`config.mk`:
```
export PLATFORM = sky130hd
export DESIGN_NAME = adc_record_sequencer
export DESIGN_NICKNAME = d
export VERILOG_FILES = /design/src/rtl/adc_rec_pkg.sv /design/src/rtl/adc_rec_decim.sv /design/src/rtl/adc_record_sequencer.sv
export SDC_FILE = /design/constraint.sdc
export NUM_CORES = 1
export LEC_CHECK = 0
export BUFFER_PORTS_ARGS = -buffer_cell sky130_fd_sc_hd__buf_2
export CAP_MARGIN = 20
export CORE_ASPECT_RATIO = 0.7
export CORE_MARGIN = 10
export CORE_UTILIZATION = 32
export CTS_CLUSTER_DIAMETER = 100
export DETAILED_ROUTE_END_ITERATION = 6
export PLACE_DENSITY_LB_ADDON = 0.3
export SYNTH_ARGS = -nofsm -noshare
export SYNTH_HDL_FRONTEND = slang
export SYNTH_HIERARCHICAL = 1
export SYNTH_SLANG_ARGS = --single-unit
```
`constraint.sdc`:
```
create_clock -name ref_frame_clk -period 2.75 [get_ports ref_frame_clk]
set_input_delay 0.275 -clock ref_frame_clk [delete_from_list [all_inputs] [get_ports ref_frame_clk]]
set_output_delay 0.275 -clock ref_frame_clk [all_outputs]
set_load 0.02 [all_outputs]
```
`src/rtl/adc_rec_pkg.sv`:
```
// Shared types, default widths and the channel-slice helper for the ADC
// record sequencer.
package adc_rec_pkg;

  localparam int DEF_NCH = 8;
  localparam int DEF_SW  = 12;
  localparam int DEF_AW  = 15;
  localparam int DEF_RLW = 16;
  localparam int DEF_NRW = 8;

  typedef enum logic [1:0] {
    ST_ARMED   = 2'd0,
    ST_DELAY   = 2'd1,
    ST_CAPTURE = 2'd2,
    ST_DONE    = 2'd3
  } rec_state_e;

  // Bit offset of channel k inside a packed NCH*SW sample word.
  function automatic int chan_lsb(input int k, input int sw);
    return k * sw;
  endfunction

endpackage

```
`src/rtl/adc_rec_decim.sv`:
```
// Decimation counter: keeps the first valid sample after clear, then one of
// every ratio+1 valid samples.
module adc_rec_decim (
  input  logic       clk,
  input  logic       rst,
  input  logic       valid,
  input  logic       clear,
  input  logic [7:0] ratio,
  output logic       keep
);

  logic [7:0] cnt_q, cnt_d;

  assign keep = valid && (cnt_q == 8'd0);

  // Count valid samples 0..ratio and wrap; clear restarts on the kept phase.
  always_comb begin
    cnt_d = cnt_q;
    if (clear) begin
      cnt_d = 8'd0;
    end else if (valid) begin
      cnt_d = (cnt_q == ratio) ? 8'd0 : cnt_q + 8'd1;
    end
  end

  // Counter register.
  always_ff @(posedge clk) begin
    if (rst) cnt_q <= 8'd0;
    else     cnt_q <= cnt_d;
  end

endmodule

```
`src/rtl/adc_record_sequencer.sv`:
```
// Triggered, segmented capture of the deserialised ADC stream into record
// memory, with trigger delay, decimation, overrun protection and a
// missed-trigger counter.
module adc_record_sequencer
  import adc_rec_pkg::*;
#(
  parameter int NCH = DEF_NCH,
  parameter int SW  = DEF_SW,
  parameter int AW  = DEF_AW,
  parameter int RLW = DEF_RLW,
  parameter int NRW = DEF_NRW
) (
  input  logic              ref_frame_clk,
  input  logic              iStateReset,
  // iSampleValid qualifies iSampleData each cycle; no backpressure upstream.
  input  logic [NCH*SW-1:0] iSampleData,
  input  logic              iSampleValid,
  input  logic              iSystemTrig,
  input  logic [RLW-1:0]    iRecLength,
  input  logic [RLW-1:0]    iTrigDelay,
  input  logic [7:0]        iDecimate,
  input  logic [NRW-1:0]    iNumRecords,
  output logic              oWEN,
  output logic [AW-1:0]     oWAddr,
  output logic [NCH*SW-1:0] oWData,
  output logic              oBusy,
  output logic              oDataReady,
  output logic              oOverrun,
  output logic [NRW-1:0]    oRecCount,
  output logic [7:0]        oMissedTrig,
  output logic [1:0]        dbg_state
);

  localparam logic [AW-1:0] ADDR_MAX = {AW{1'b1}};

  rec_state_e          state_q, state_d;
  logic                trig_q;
  logic [RLW-1:0]      len_q, len_d;
  logic [RLW-1:0]      dly_q, dly_d;
  logic [7:0]          dec_q, dec_d;
  logic [NRW-1:0]      nrec_q, nrec_d;
  logic [RLW-1:0]      smp_cnt_q, smp_cnt_d;
  logic [RLW-1:0]      dly_cnt_q, dly_cnt_d;
  logic [AW-1:0]       addr_q, addr_d;
  logic                full_q, full_d;
  logic                wen_q, wen_d;
  logic [AW-1:0]       waddr_q, waddr_d;
  logic [NCH*SW-1:0]   wdata_q, wdata_d;
  logic                ready_q, ready_d;
  logic                overrun_q, overrun_d;
  logic [NRW-1:0]      rec_cnt_q, rec_cnt_d;
  logic [7:0]          missed_q, missed_d;

  logic                trig_edge;
  logic [NRW-1:0]      nrec_eff;
  logic [NRW:0]        rec_next;
  logic                more_armed, more_cap;
  logic                rec_full;
  logic                dec_valid, dec_clear, keep;

  assign trig_edge  = iSystemTrig & ~trig_q;
  assign nrec_eff   = (iNumRecords == '0) ? NRW'(1) : iNumRecords;
  assign rec_next   = {1'b0, rec_cnt_q} + {{NRW{1'b0}}, 1'b1};
  assign more_armed = rec_next < {1'b0, nrec_eff};
  assign more_cap   = rec_next < {1'b0, nrec_q};
  assign rec_full   = (smp_cnt_q == len_q);

  // Decimator sees samples only while a record is still being filled.
  assign dec_valid = (state_q == ST_CAPTURE) && !rec_full && iSampleValid;
  assign dec_clear = (state_q == ST_ARMED) && trig_edge;

  adc_rec_decim u_decim (
    .clk   (ref_frame_clk),
    .rst   (iStateReset),
    .valid (dec_valid),
    .clear (dec_clear),
    .ratio (dec_q),
    .keep  (keep)
  );

  // Next-state and datapath: arm, delay, capture, record end, overrun.
  always_comb begin
    state_d   = state_q;
    len_d     = len_q;
    dly_d     = dly_q;
    dec_d     = dec_q;
    nrec_d    = nrec_q;
    smp_cnt_d = smp_cnt_q;
    dly_cnt_d = dly_cnt_q;
    addr_d    = addr_q;
    full_d    = full_q;
    wen_d     = 1'b0;
    waddr_d   = waddr_q;
    wdata_d   = wdata_q;
    ready_d   = ready_q;
    overrun_d = overrun_q;
    rec_cnt_d = rec_cnt_q;
    missed_d  = missed_q;

    // Edges while a record is in flight are dropped but counted.
    if (trig_edge && (state_q == ST_DELAY || state_q == ST_CAPTURE) &&
        missed_q != 8'hFF) begin
      missed_d = missed_q + 8'd1;
    end

    case (state_q)
      ST_ARMED: begin
        if (trig_edge) begin
          len_d     = iRecLength;
          dly_d     = iTrigDelay;
          dec_d     = iDecimate;
          nrec_d    = nrec_eff;
          smp_cnt_d = '0;
          dly_cnt_d = '0;
          if (iRecLength == '0) begin
            // Empty record completes on the trigger edge itself.
            rec_cnt_d = rec_next[NRW-1:0];
            if (more_armed) begin
              state_d = ST_ARMED;
            end else begin
              state_d = ST_DONE;
              ready_d = 1'b1;
            end
          end else if (iTrigDelay == '0) begin
            state_d = ST_CAPTURE;
          end else begin
            state_d = ST_DELAY;
          end
        end
      end

      ST_DELAY: begin
        if (dly_cnt_q == dly_q - RLW'(1)) begin
          state_d = ST_CAPTURE;
        end else begin
          dly_cnt_d = dly_cnt_q + RLW'(1);
        end
      end

      ST_CAPTURE: begin
        if (rec_full) begin
          rec_cnt_d = rec_next[NRW-1:0];
          if (more_cap) begin
            state_d = ST_ARMED;
          end else begin
            state_d = ST_DONE;
            ready_d = 1'b1;
          end
        end else if (keep) begin
          if (full_q) begin
            // Last address already used: refuse the write and stop.
            overrun_d = 1'b1;
            ready_d   = 1'b1;
            state_d   = ST_DONE;
          end else begin
            wen_d     = 1'b1;
            waddr_d   = addr_q;
            wdata_d   = iSampleData;
            smp_cnt_d = smp_cnt_q + RLW'(1);
            if (addr_q == ADDR_MAX) full_d = 1'b1;
            else                    addr_d = addr_q + AW'(1);
          end
        end
      end

      default: begin
        state_d = ST_DONE;
      end
    endcase
  end

  // State and datapath registers; the trigger history tracks the input even
  // in reset so a level held through reset is not seen as an edge.
  always_ff @(posedge ref_frame_clk) begin
    trig_q <= iSystemTrig;
    if (iStateReset) begin
      state_q   <= ST_ARMED;
      len_q     <= '0;
      dly_q     <= '0;
      dec_q     <= '0;
      nrec_q    <= '0;
      smp_cnt_q <= '0;
      dly_cnt_q <= '0;
      addr_q    <= '0;
      full_q    <= 1'b0;
      wen_q     <= 1'b0;
      waddr_q   <= '0;
      wdata_q   <= '0;
      ready_q   <= 1'b0;
      overrun_q <= 1'b0;
      rec_cnt_q <= '0;
      missed_q  <= '0;
    end else begin
      state_q   <= state_d;
      len_q     <= len_d;
      dly_q     <= dly_d;
      dec_q     <= dec_d;
      nrec_q    <= nrec_d;
      smp_cnt_q <= smp_cnt_d;
      dly_cnt_q <= dly_cnt_d;
      addr_q    <= addr_d;
      full_q    <= full_d;
      wen_q     <= wen_d;
      waddr_q   <= waddr_d;
      wdata_q   <= wdata_d;
      ready_q   <= ready_d;
      overrun_q <= overrun_d;
      rec_cnt_q <= rec_cnt_d;
      missed_q  <= missed_d;
    end
  end

  assign oWEN        = wen_q;
  assign oWAddr      = waddr_q;
  assign oWData      = wdata_q;
  assign oBusy       = (state_q == ST_DELAY) || (state_q == ST_CAPTURE);
  assign oDataReady  = ready_q;
  assign oOverrun    = overrun_q;
  assign oRecCount   = rec_cnt_q;
  assign oMissedTrig = missed_q;
  assign dbg_state   = state_q;

endmodule

```
==> results of run 1 <==
## layer usage
layer | track usage [%] | part of all wire, % | up-vias | routed length [um]
met4 | 5.95 | 3.4 | 0 | 1230
met2 | 27.6 | 48 | 280 | 17200
li1 | - | - | 5233 | -
met3 | 3.32 | 5.2 | 82 | 1900
met1 | 21.7 | 44 | 4919 | 15800
met5 | 0 | 0 | - | 0
## cell usage after synthesis, drive strengths merged, types with 2 or more instances
cell,instances
nand2,367
clkbuf,59
buf,6
a21o,7
nor2,83
o21ai,12
a2111oi,2
nor4,15
xor2,60
a41oi,3
a211oi,4
nor3b,3
or4,6
xnor2,38
ha,24
o31ai,6
o2111ai,2
and3,12
nor3,12
a31oi,6
nand4b,2
inv,31
and2,3
a21oi,183
nand2b,12
nand4,18
a311oi,2
or3,4
mux2i,12
dfxtp,237
a211o,4
a221oi,2
nor2b,6
and4,7
nand3,25
o21a,2
## worst max path at each step
stage	startpoint	to	slack, ps	cells after the start
after floorplan	dbg_state[0]$_SDFFE_PP0P_	addr_q[11]$_SDFFE_PP0P_	-30	13
after global placement	oRecCount[1]$_SDFFE_PP0P_	dbg_state[1]$_SDFFE_PP0P_	-80	11
after detailed placement	oRecCount[1]$_SDFFE_PP0P_	dbg_state[0]$_SDFFE_PP0P_	-110	12
after CTS	oRecCount[0]$_SDFFE_PP0P_	dbg_state[0]$_SDFFE_PP0P_	2	13
after global routing	oRecCount[0]$_SDFFE_PP0P_	dbg_state[1]$_SDFFE_PP0P_	-190	11
final	oRecCount[0]$_SDFFE_PP0P_	dbg_state[1]$_SDFFE_PP0P_	-110	12
## kinds of logic (layout without fill, tap and decap cells)
group	after synthesis	after routing	synth area share, %
AO/OA/AOI/OAI	241	241	13.2
XOR/XNOR	98	98	8.33
adder cells (fa/ha/maj)	25	25	3.01
buffers and inverters	96	578	3.66
flip-flops	237	237	46.0
multiplexers	12	12	1.17
other	0	4	0
AND/OR/NAND/NOR	578	579	24.5
## critical path, delay by kind of cell, from the launching register on
family | cells | cell delay (ps)
AO/OA/AOI/OAI | 4 | 940
XOR/XNOR | 1 | 180
flip-flops | 1 | 360
AND/OR/NAND/NOR | 5 | 810
adder cells (fa/ha/maj) | 2 | 420
## timing repair
action | 4_1_cts | 5_1_grt
cloned | 1 | 3
setup endpoints to repair | 26 | 134
pin swaps | 3 | 29
hold endpoints to repair | 140 | 0
buffers inserted | 4 | 11
hold buffers | 140 | 0
gates resized for setup | 8 | 73
## layout make-up
type	instances	area (um2)	share of cell area (%)
multi-input combinational	955	5580	35.9
sequential	237	4780	30.8
tap	420	526	3.38
clock buffer	30	696	4.48
inverter	31	116	0.749
timing repair buffer	499	3570	23.0
clock inverter	18	264	1.70
antenna	4	10.0	0.0644
## registers in the layout (all words and copies together), names as in the netlist, 2 cells and up
signal	flops
oWData	96
dly_cnt_q	16
dly_q	16
len_q	16
smp_cnt_q	16
addr_q	15
oWAddr	15
dec_q	8
nrec_q	8
oMissedTrig	8
oRecCount	8
u_decim/cnt_q	8
dbg_state	2
## power groups by stage
stage	combinational [mW]	clock, mW	sequential [mW]
2_1_floorplan	0.977	0	3.77
3_3_place_gp	1.65	0	3.72
3_5_place_dp	1.66	0	3.73
4_1_cts	1.86	4.01	3.65
5_1_grt	2.18	4.14	3.68
6_report	1.99	3.90	3.66
==> reports/metrics.cfg, run 1 <==
[outcome]
outcome=complete, but fails checks
failed_checks=setup timing

[synth]
avgSynthCellArea_um2=8.01
netlist_area_um2=10300
yosysTopAreaCell=dfxtp_1
synth_fp_nets=1459
postSynthCellCount=1287
synth_area_leaders=dfxtp_1, nand2_1, a21oi_1
synth_seq_area_share_pct=46.0
yosysWarningCount=6
synth_seq_cells=237
yosysUniqueCellTypes=59
ys.flop_type=dfxtp_1
synth_edf_count=0
async_flop_share_pct=0
synth_top_area_share_pct=46.0

[clocking]
cts.sinks=237
htree_levels=1
max-clock-path-buffers=3
clkTransAtPathRegs_ps=60
worstSkewPairLatency_ps=550
clockRootBuffer=clkbuf_16
tritoncts=built
cts_inserted_buffers=26

[pwr]
p_comb_share_pct=20.8
clockPowerShare_pct=40.8
total_power_mw=9.55
p_sw_share_pct=28.5
p_sw_mw=2.73
seqPwrFrac_pct=38.4
peakVddDrop_mv=0.471
p_int_mw=6.82
powerDensity_nw_per_um2=615
leakage_nw=6.49

[worst_hold_path]
min_from=iSampleData[70]
min_delay_path_depth=3
hold_end=oWData[70]$_SDFFE_PP0P_
hold_class=primary input to register

[sta]
relSlewSlack_pct=56.9
rsz0062_at_grt=yes
period_needed_ps=2860
fin_crit_sh_pct=104
finalHoldViolations=0
slew_violations=0
fmax_mhz=349
finalSetupViolations=2
fin_skew_ps=30.9
worst_slew_pin_slew_ps=646
layout_setup_ws_ps=-115
finalSetupTns_ps=-198
hold_ws_ps=31.5

[placed_design]
placed_cells=1985
placedInstanceArea_um2=12600
gp_congestion=0.846
place_ws_ps=-108
port-buffer-count=280
dp_hpwl_mm=24.2

[worst_setup_path]
setup.worst_path.start_class=register
crit_path_max_fanout=3
r2r_slack_ps=-110
cp-end-kind=register
reg2reg_depth=12
path_cells=ha_4 > nand3_2 > nor2_4 > xor2_2 > ha_1 > a21o_1 > a211o_1 > or3_4 > o21ai_4 > nand2_2 > a311oi_2 > nor3_1
worstSetupPathType=register to register
worstReg2RegStart=oRecCount[0]$_SDFFE_PP0P_
max_stage_delay_ps=390
arrival_ps=3270
slowest_stage=or3_4
required_ps=3160
reg2reg_to=dbg_state[1]$_SDFFE_PP0P_

[run]
cap_violations=0

[routing]
num_vias=10500
drt_iter0_markers=717
routedWlPerCell_um=16.5
via_per_inst=4.79
drt_first_pass_iters=7
drc=0
ant_nets=0
wl_mm=36.2

[floorplanning]
initial_utilization_pct=32.8
die_area_um2=39900
row_count=54
io-pin-count=281
core_um2=31400
die_w_um=234
die_h_um=170

[global_route]
grtUsageTotal_pct=16.9
grt_pass1_vias=10200
grt_first_pass_wirelength_mm=55.5
grt_start_max_net_pins=91
grt.overflow.total=0
grt_antenna_before_repair=3

[layout]
layout.nets=1922
final_common_cell=nand2_1
final_cell_area_um2=15500
fill_cells=2968
mostFrequentLayoutCells=nand2_1, buf_2, dfxtp_1
utilization_pct=49.5
post_route_cells_drive_above_1_share_pct=27.9
area_delta_synth_final_pct=50.8
fin_cells=2194

(Power assumes the default switching activity.)
==> run 2, diff against run 1 <==
Settings changed: ABC_AREA from default to 1.
Clock period 2.75 ns to 2.3 ns, I/O delays scaled along.
==> run 2 against run 1 <==
- the run still ends with setup timing left
- power is 39% higher
- die area rose by 7.5%
- area after synthesis rose by 8.4%
- non-clock buffer count rose by 22
- via count grew 14%
- register-to-register slack worse by 20 ps
- first-iteration DRC count rose by 7.8%
- final cell count rose by 16%
- fmax is 18% higher
- highest routed layer unchanged
==> reports/metrics.cfg, run 2 <==
[sta]
fmax_mhz=411  ; +18%
period_needed_ps=2440  ; -429 ps
relSlewSlack_pct=51.8  ; -5.1 points
worst_slew_pin_slew_ps=723  ; +77.2 ps
fin_skew_ps=22.3  ; -8.65 ps
layout_setup_ws_ps=-135  ; -20.5 ps
finalHoldViolations=0  ; unchanged
fin_crit_sh_pct=106  ; +1.7 points
slew_violations=0  ; unchanged
finalSetupViolations=136  ; +134
rsz0062_at_grt=yes

[global_route]
grt_first_pass_wirelength_mm=59.3  ; +6.9%
grtUsageTotal_pct=16.4  ; -0.44 points
grt.overflow.total=0  ; unchanged
grt_antenna_before_repair=2  ; -1
grt_start_max_net_pins=73  ; -20%
grt_pass1_vias=11400  ; +11%

[clocking]
cts_inserted_buffers=27  ; +3.8%
max-clock-path-buffers=3  ; unchanged
worstSkewPairLatency_ps=570  ; +20 ps
cts.sinks=237  ; unchanged
htree_levels=1  ; unchanged
tritoncts=built
clkTransAtPathRegs_ps=60  ; about the same
clockRootBuffer=clkbuf_16

[layout]
final_cell_area_um2=16700  ; +7.2%
fin_cells=2552  ; +16%
utilization_pct=48.1  ; -1.3 points
mostFrequentLayoutCells=nand2_1, buf_2, dfxtp_1
area_delta_synth_final_pct=49.1
layout.nets=2229  ; +16%
largest_reg_flops=96  ; unchanged
final_common_cell=nand2_1
post_route_cells_drive_above_1_share_pct=25.2  ; -2.7 points

[placed_design]
port-buffer-count=280  ; unchanged
gp_congestion=0.901  ; +6.5%
placed_cells=2319  ; +17%
dp_hpwl_mm=25.6  ; +5.6%
placedInstanceArea_um2=13400  ; +6.5%

[synth]
synth_top_area_share_pct=42.5  ; -3.6 points
ys.flop_type=dfxtp_1
yosysUniqueCellTypes=37  ; -37%
yosysTopAreaCell=dfxtp_1
synth_seq_area_share_pct=42.5  ; -3.6 points
synthSimpleGateAreaFrac_pct=28.4  ; +3.9 points
async_flop_share_pct=0  ; unchanged
netlist_area_um2=11200  ; +8.4%
synth_compound_area_share_pct=13.7  ; +0.47 points
avgSynthCellArea_um2=7.07  ; -12%
synth_common_cells=nand2_1, dfxtp_1, a21oi_1
yosys.area_share.xor_xnor_pct=5.33  ; -3.0 points
synth_mux_area_share_pct=0  ; -1.2 points
synth_edf_count=0  ; unchanged
synth_fa_ha_area_share_pct=2.69  ; -0.32 points
synth_fp_nets=1752  ; +20%
synth_seq_cells=237  ; unchanged
yosysWarningCount=6  ; unchanged
synth_top_family_by_area=simple AND/OR/NAND/NOR gates
synth_area_leaders=dfxtp_1, nand2_1, a21oi_1
yosysMostFrequentCell=nand2_1
postSynthCellCount=1580  ; +23%

[pwr]
powerDensity_nw_per_um2=798  ; +30%
seqPwrFrac_pct=35.2  ; -3.2 points
clockPowerShare_pct=34.7  ; -6.1 points
p_int_mw=8.73  ; +28%
leakage_nw=7.14  ; +10%
peakVddDrop_mv=0.514  ; +9.3%
p_sw_share_pct=34.3  ; +5.7 points
p_sw_mw=4.56  ; +67%
p_comb_share_pct=30.0  ; +9.2 points

[outcome]
outcome=complete, but fails checks
failed_checks=setup timing

[routing]
via_per_inst=4.71  ; -1.6%
drt_first_pass_iters=6  ; -1
drc=0  ; unchanged
drt_iter0_markers=773  ; +7.8%
wl_mm=40.0  ; +11%
num_vias=12000  ; +14%
ant_nets=0  ; unchanged
routedWlPerCell_um=15.7  ; -5.0%

[worst_setup_path]
setup.worst_path.start_class=register
cp-end-kind=register
required_ps=2700  ; -460 ps
worstSetupPathType=register to register
arrival_ps=2840  ; -430 ps
crit_path_max_fanout=30  ; +27

[floorplanning]
row_count=57  ; +5.6%
io-pin-count=281  ; unchanged
core_um2=34600  ; +10%
initial_utilization_pct=32.3  ; -0.50 points
die_w_um=243  ; +3.8%
die_h_um=176  ; +3.6%
die_area_um2=42900  ; +7.5%

[run]
cap_violations=0  ; unchanged

[worst_hold_path]
hold_class=primary input to register

==> run 2: final cells by class <==
type                            count  area (um2)
Antenna cell                        2        5.00
Clock buffer                       34         732
Clock inverter                     16         213
Fill cell                        3398       17900
Inverter                          134         518
Multi-Input combinational cell   1135        5860
Sequential cell                   237        4760
Tap cell                          472         591
Timing Repair Buffer              521        3970
Timing Repair inverter              1        8.76
==> run 2: what timing repair did <==
| action | 4_1_cts | 5_1_grt |
|---|---|---|
| buffers inserted | 10 | 6 |
| endpoints found under the setup margin | 142 | 170 |
| gates cloned | 0 | 20 |
| hold buffers | 145 | 0 |
| pin swaps | 6 | 5 |
| hold endpoints to repair | 145 | 0 |
| gates resized for setup | 28 | 73 |
==> run 2: metal layers <==
layer / up-vias / GRT usage (%) / share of wire [%]
met5: - / 0 / 0
met4: 0 / 4.75 / 2.5
met3: 79 / 3.37 / 5.9
met2: 343 / 27.3 / 47
met1: 5531 / 21.2 / 45
li1: 6076 / - / -
==> run 2: per-stage QoR <==
step	total power [mW]	worst slack [ps]	TNS [ps]	hold slack [ps]
after floorplan	7.12	-12.7	-850	258
after global placement	8.19	-75.4	-6830	376
after detailed placement	8.25	-182	-17650	376
after CTS	13.2	-123	-9360	33.2
after global routing	14.1	-332	-41470	51.5
final	13.3	-135	-11640	76.3
==> run 2: cells by family after synthesis <==
logic type,Yosys count
simple gates,750
fa+ha+maj,24
compound gates,293
xor+xnor,68
flops,237
buf+inv,208
==> run 2: path summary, 6_finish.rpt <==
path | startpoint | to | slack (ps) | depth (start not counted)
max | len_q[12]$_SDFFE_PP0P_ | oWData[63]$_SDFFE_PP0P_ | -140 | 17
max reg2reg | len_q[12]$_SDFFE_PP0P_ | oWData[63]$_SDFFE_PP0P_ | -140 | 17
min | iStateReset | full_q$_SDFFE_PP0P_ | 80 | 2
min reg2reg | oWData[80]$_SDFFE_PP0P_ | oWData[80]$_SDFFE_PP0P_ | 460 | 2
==> run 2: power by group through the flow <==
| stage | sequential, mW | clock, mW | combinational, mW |
|---|---|---|---|
| 2_1_floorplan | 4.90 | 0 | 2.22 |
| 3_3_place_gp | 4.76 | 0 | 3.43 |
| 3_5_place_dp | 4.76 | 0 | 3.49 |
| 4_1_cts | 4.67 | 4.76 | 3.79 |
| 5_1_grt | 4.72 | 4.91 | 4.45 |
| 6_report | 4.68 | 4.62 | 3.99 |
==> run 2: critical path, stage by stage, from the launching register on <==
cell,delay [ps]
dfxtp_2,320
inv_2,40
or2_1,200
nand4_1,110
nor3_2,70
nand2_2,90
nand2_4,70
nor2_4,80
nand4_1,150
nor4_4,200
inv_2,80
nor2_4,120
nand3_4,130
buf_4,170
buf_12,140
buf_12,160
nand2_1,70
a21oi_1,70
==> run 3, diff against run 2 <==
Settings changed: SKIP_LAST_GASP from default to 1.
==> run 3 against run 2 <==
- the flow still finishes with violations (setup timing)
- setup slack improved by 6.9 ps
- clock skew hardly changed
- register-to-register slack about the same
- highest routed layer unchanged
- sequential share of layout area rose by 0.084 points
- via count hardly changed
- non-clock buffer count is the same
- global-route usage is the same
- routed wire length decreased by 0.11%
- clock power hardly changed
- fmax grew 0.28%
- critical path type unchanged
==> reports/metrics.cfg, run 3 (synthesized netlist as in run 2, its figures left out) <==
[sta]
fin_crit_sh_pct=106  ; -0.30 points
finalHoldViolations=0  ; unchanged
worst_slew_pin_slew_ps=714  ; -8.86 ps
relSlewSlack_pct=52.4  ; +0.59 points
finalSetupViolations=137  ; +0.74%
fin_skew_ps=21.8  ; -0.498 ps
rsz0062_at_grt=yes
layout_setup_ws_ps=-128  ; +6.87 ps
fmax_mhz=412  ; +0.28%
period_needed_ps=2430  ; -6.87 ps
slew_violations=0  ; unchanged

[global_route]
grt_start_max_net_pins=73  ; unchanged
grt_pass1_vias=11400  ; unchanged
grt_first_pass_wirelength_mm=59.3  ; unchanged
grtUsageTotal_pct=16.4  ; unchanged
grt.overflow.total=0  ; unchanged
grt_antenna_before_repair=2  ; unchanged

[pwr]
p_sw_mw=4.53  ; -0.58%
powerDensity_nw_per_um2=798  ; about the same
p_comb_share_pct=29.8  ; -0.2 points
p_sw_share_pct=34.2  ; -0.095 points
peakVddDrop_mv=0.516  ; +0.32%
p_int_mw=8.72  ; -0.16%
leakage_nw=7.13  ; about the same
clockPowerShare_pct=34.8  ; about the same
seqPwrFrac_pct=35.3  ; about the same

[routing]
ant_nets=0  ; unchanged
routedWlPerCell_um=15.6  ; -0.11%
drc=0  ; unchanged
via_per_inst=4.72  ; about the same
num_vias=12000  ; +0.083%
drt_iter0_markers=810  ; +4.8%
wl_mm=39.9  ; -0.11%
drt_first_pass_iters=5  ; -1

[placed_design]
dp_hpwl_mm=25.6  ; unchanged
gp_congestion=0.901  ; unchanged
place_ws_ps=-182  ; unchanged
port-buffer-count=280  ; unchanged

[layout]
mostFrequentLayoutCells=nand2_1, buf_2, dfxtp_1
utilization_pct=48.0  ; -0.17 points
largest_reg_flops=96  ; unchanged
final_common_cell=nand2_1
area_delta_synth_final_pct=48.6
post_route_cells_drive_above_1_share_pct=24.4  ; -0.72 points
layout.nets=2229  ; unchanged

[clocking]
cts_inserted_buffers=27  ; unchanged
tritoncts=built
clkTransAtPathRegs_ps=60  ; about the same
max-clock-path-buffers=3  ; unchanged
cts.sinks=237  ; unchanged
htree_levels=1  ; unchanged
clockRootBuffer=clkbuf_16
worstSkewPairLatency_ps=570  ; about the same

[floorplanning]
die_w_um=243  ; unchanged
die_area_um2=42900  ; unchanged
core_um2=34600  ; unchanged
io-pin-count=281  ; unchanged
row_count=57  ; unchanged
initial_utilization_pct=32.3  ; unchanged
die_h_um=176  ; unchanged

[worst_setup_path]
cp-end-kind=register
crit_family=simple AND/OR/NAND/NOR gates
required_ps=2700  ; about the same
setup.worst_path.start_class=register
crit_path_max_fanout=30  ; unchanged
arrival_ps=2830  ; about the same
slowest_stage=dfxtp_2
cp_num_buf_inv=5  ; unchanged
r2r_slack_ps=-130  ; about the same
max_stage_delay_ps=320  ; about the same
worstSetupPathType=register to register
path_cells=inv_2 > or2_1 > nand4_1 > nor3_2 > nand2_2 > nand2_4 > nor2_4 > nand4_1 > nor4_4 > inv_2 > nor2_4 > nand3_4 > buf_4 > buf_12 > buf_12 > nand2_1 > a21oi_1

[worst_hold_path]
hold_class=primary input to register

[run]
cap_violations=0  ; unchanged

[outcome]
outcome=complete, but fails checks
failed_checks=setup timing

[run 3: cell types whose count changed in the layout (fill, tap and decap cells not counted), moves of 2 or more]
cell and change:
nand2_2 -3, a21oi_2 -2, dfxtp_1 +2, dfxtp_2 -2
xor2_1 +2, a21oi_1 +2, nor2_1 +2, nand2_1 +4
xor2_2 -2
[run 3: what timing repair did]
action / CTS / global route
endpoints found under the setup margin: 142 / 170
cloned: 0 / 20
hold buffers: 145 / 0
resized for setup: 28 / 56
pin swaps: 6 / 3
hold endpoints to repair: 145 / 0
buffers inserted: 10 / 6
[run 3: stage by stage]
step | cell area (um2) | setup TNS, ps | power [mW] | std cells | hold WS (ps)
detailed placement | 13400 | -17650 | 8.25 | 2319 | 376
finish | 16600 | -10650 | 13.2 | 2552 | 76.7
floorplan | 11300 | -850 | 7.12 | 1580 | 258
global placement | 13400 | -6830 | 8.19 | 2319 | 376
CTS | 16000 | -9360 | 13.2 | 2524 | 33.2
global route | 16600 | -44020 | 14.0 | 2552 | 51.5
[run 3: routing by layer]
layer  GRT usage (%)  routed length, um  vias to the layer above
met2            27.3              18600                      345
li1                -                  -                     6068
met1            21.2              17900                     5547
met5               0                  0                        -
met4            4.75               1000                        0
met3            3.37               2380                       79
[run 3: final timing paths]
kind                           startpoint                      end  cells past startpoint
setup / recovery   len_q[12]$_SDFFE_PP0P_  oWData[63]$_SDFFE_PP0P_                     17
hold / removal                iStateReset      full_q$_SDFFE_PP0P_                      2
setup reg to reg   len_q[12]$_SDFFE_PP0P_  oWData[63]$_SDFFE_PP0P_                     17
hold reg to reg   oWData[80]$_SDFFE_PP0P_  oWData[80]$_SDFFE_PP0P_                      2
[run 3: final cells by class]
cell class,count,area [um2]
clock inverter,16,213
clock buffer,34,732
antenna,2,5.00
timing repair buffer,521,3970
timing repair inverter,1,8.76
inverter,134,518
fill,3395,18000
sequential,237,4750
tap,472,591
multi-input combinational,1135,5810
[run 3: power by group through the flow]
stage | clock network [mW] | logic [mW] | registers (mW)
after detailed placement | 0 | 3.49 | 4.76
after global routing | 4.91 | 4.41 | 4.72
after floorplan | 0 | 2.22 | 4.90
after global placement | 0 | 3.43 | 4.76
after CTS | 4.76 | 3.79 | 4.67
final | 4.62 | 3.95 | 4.68
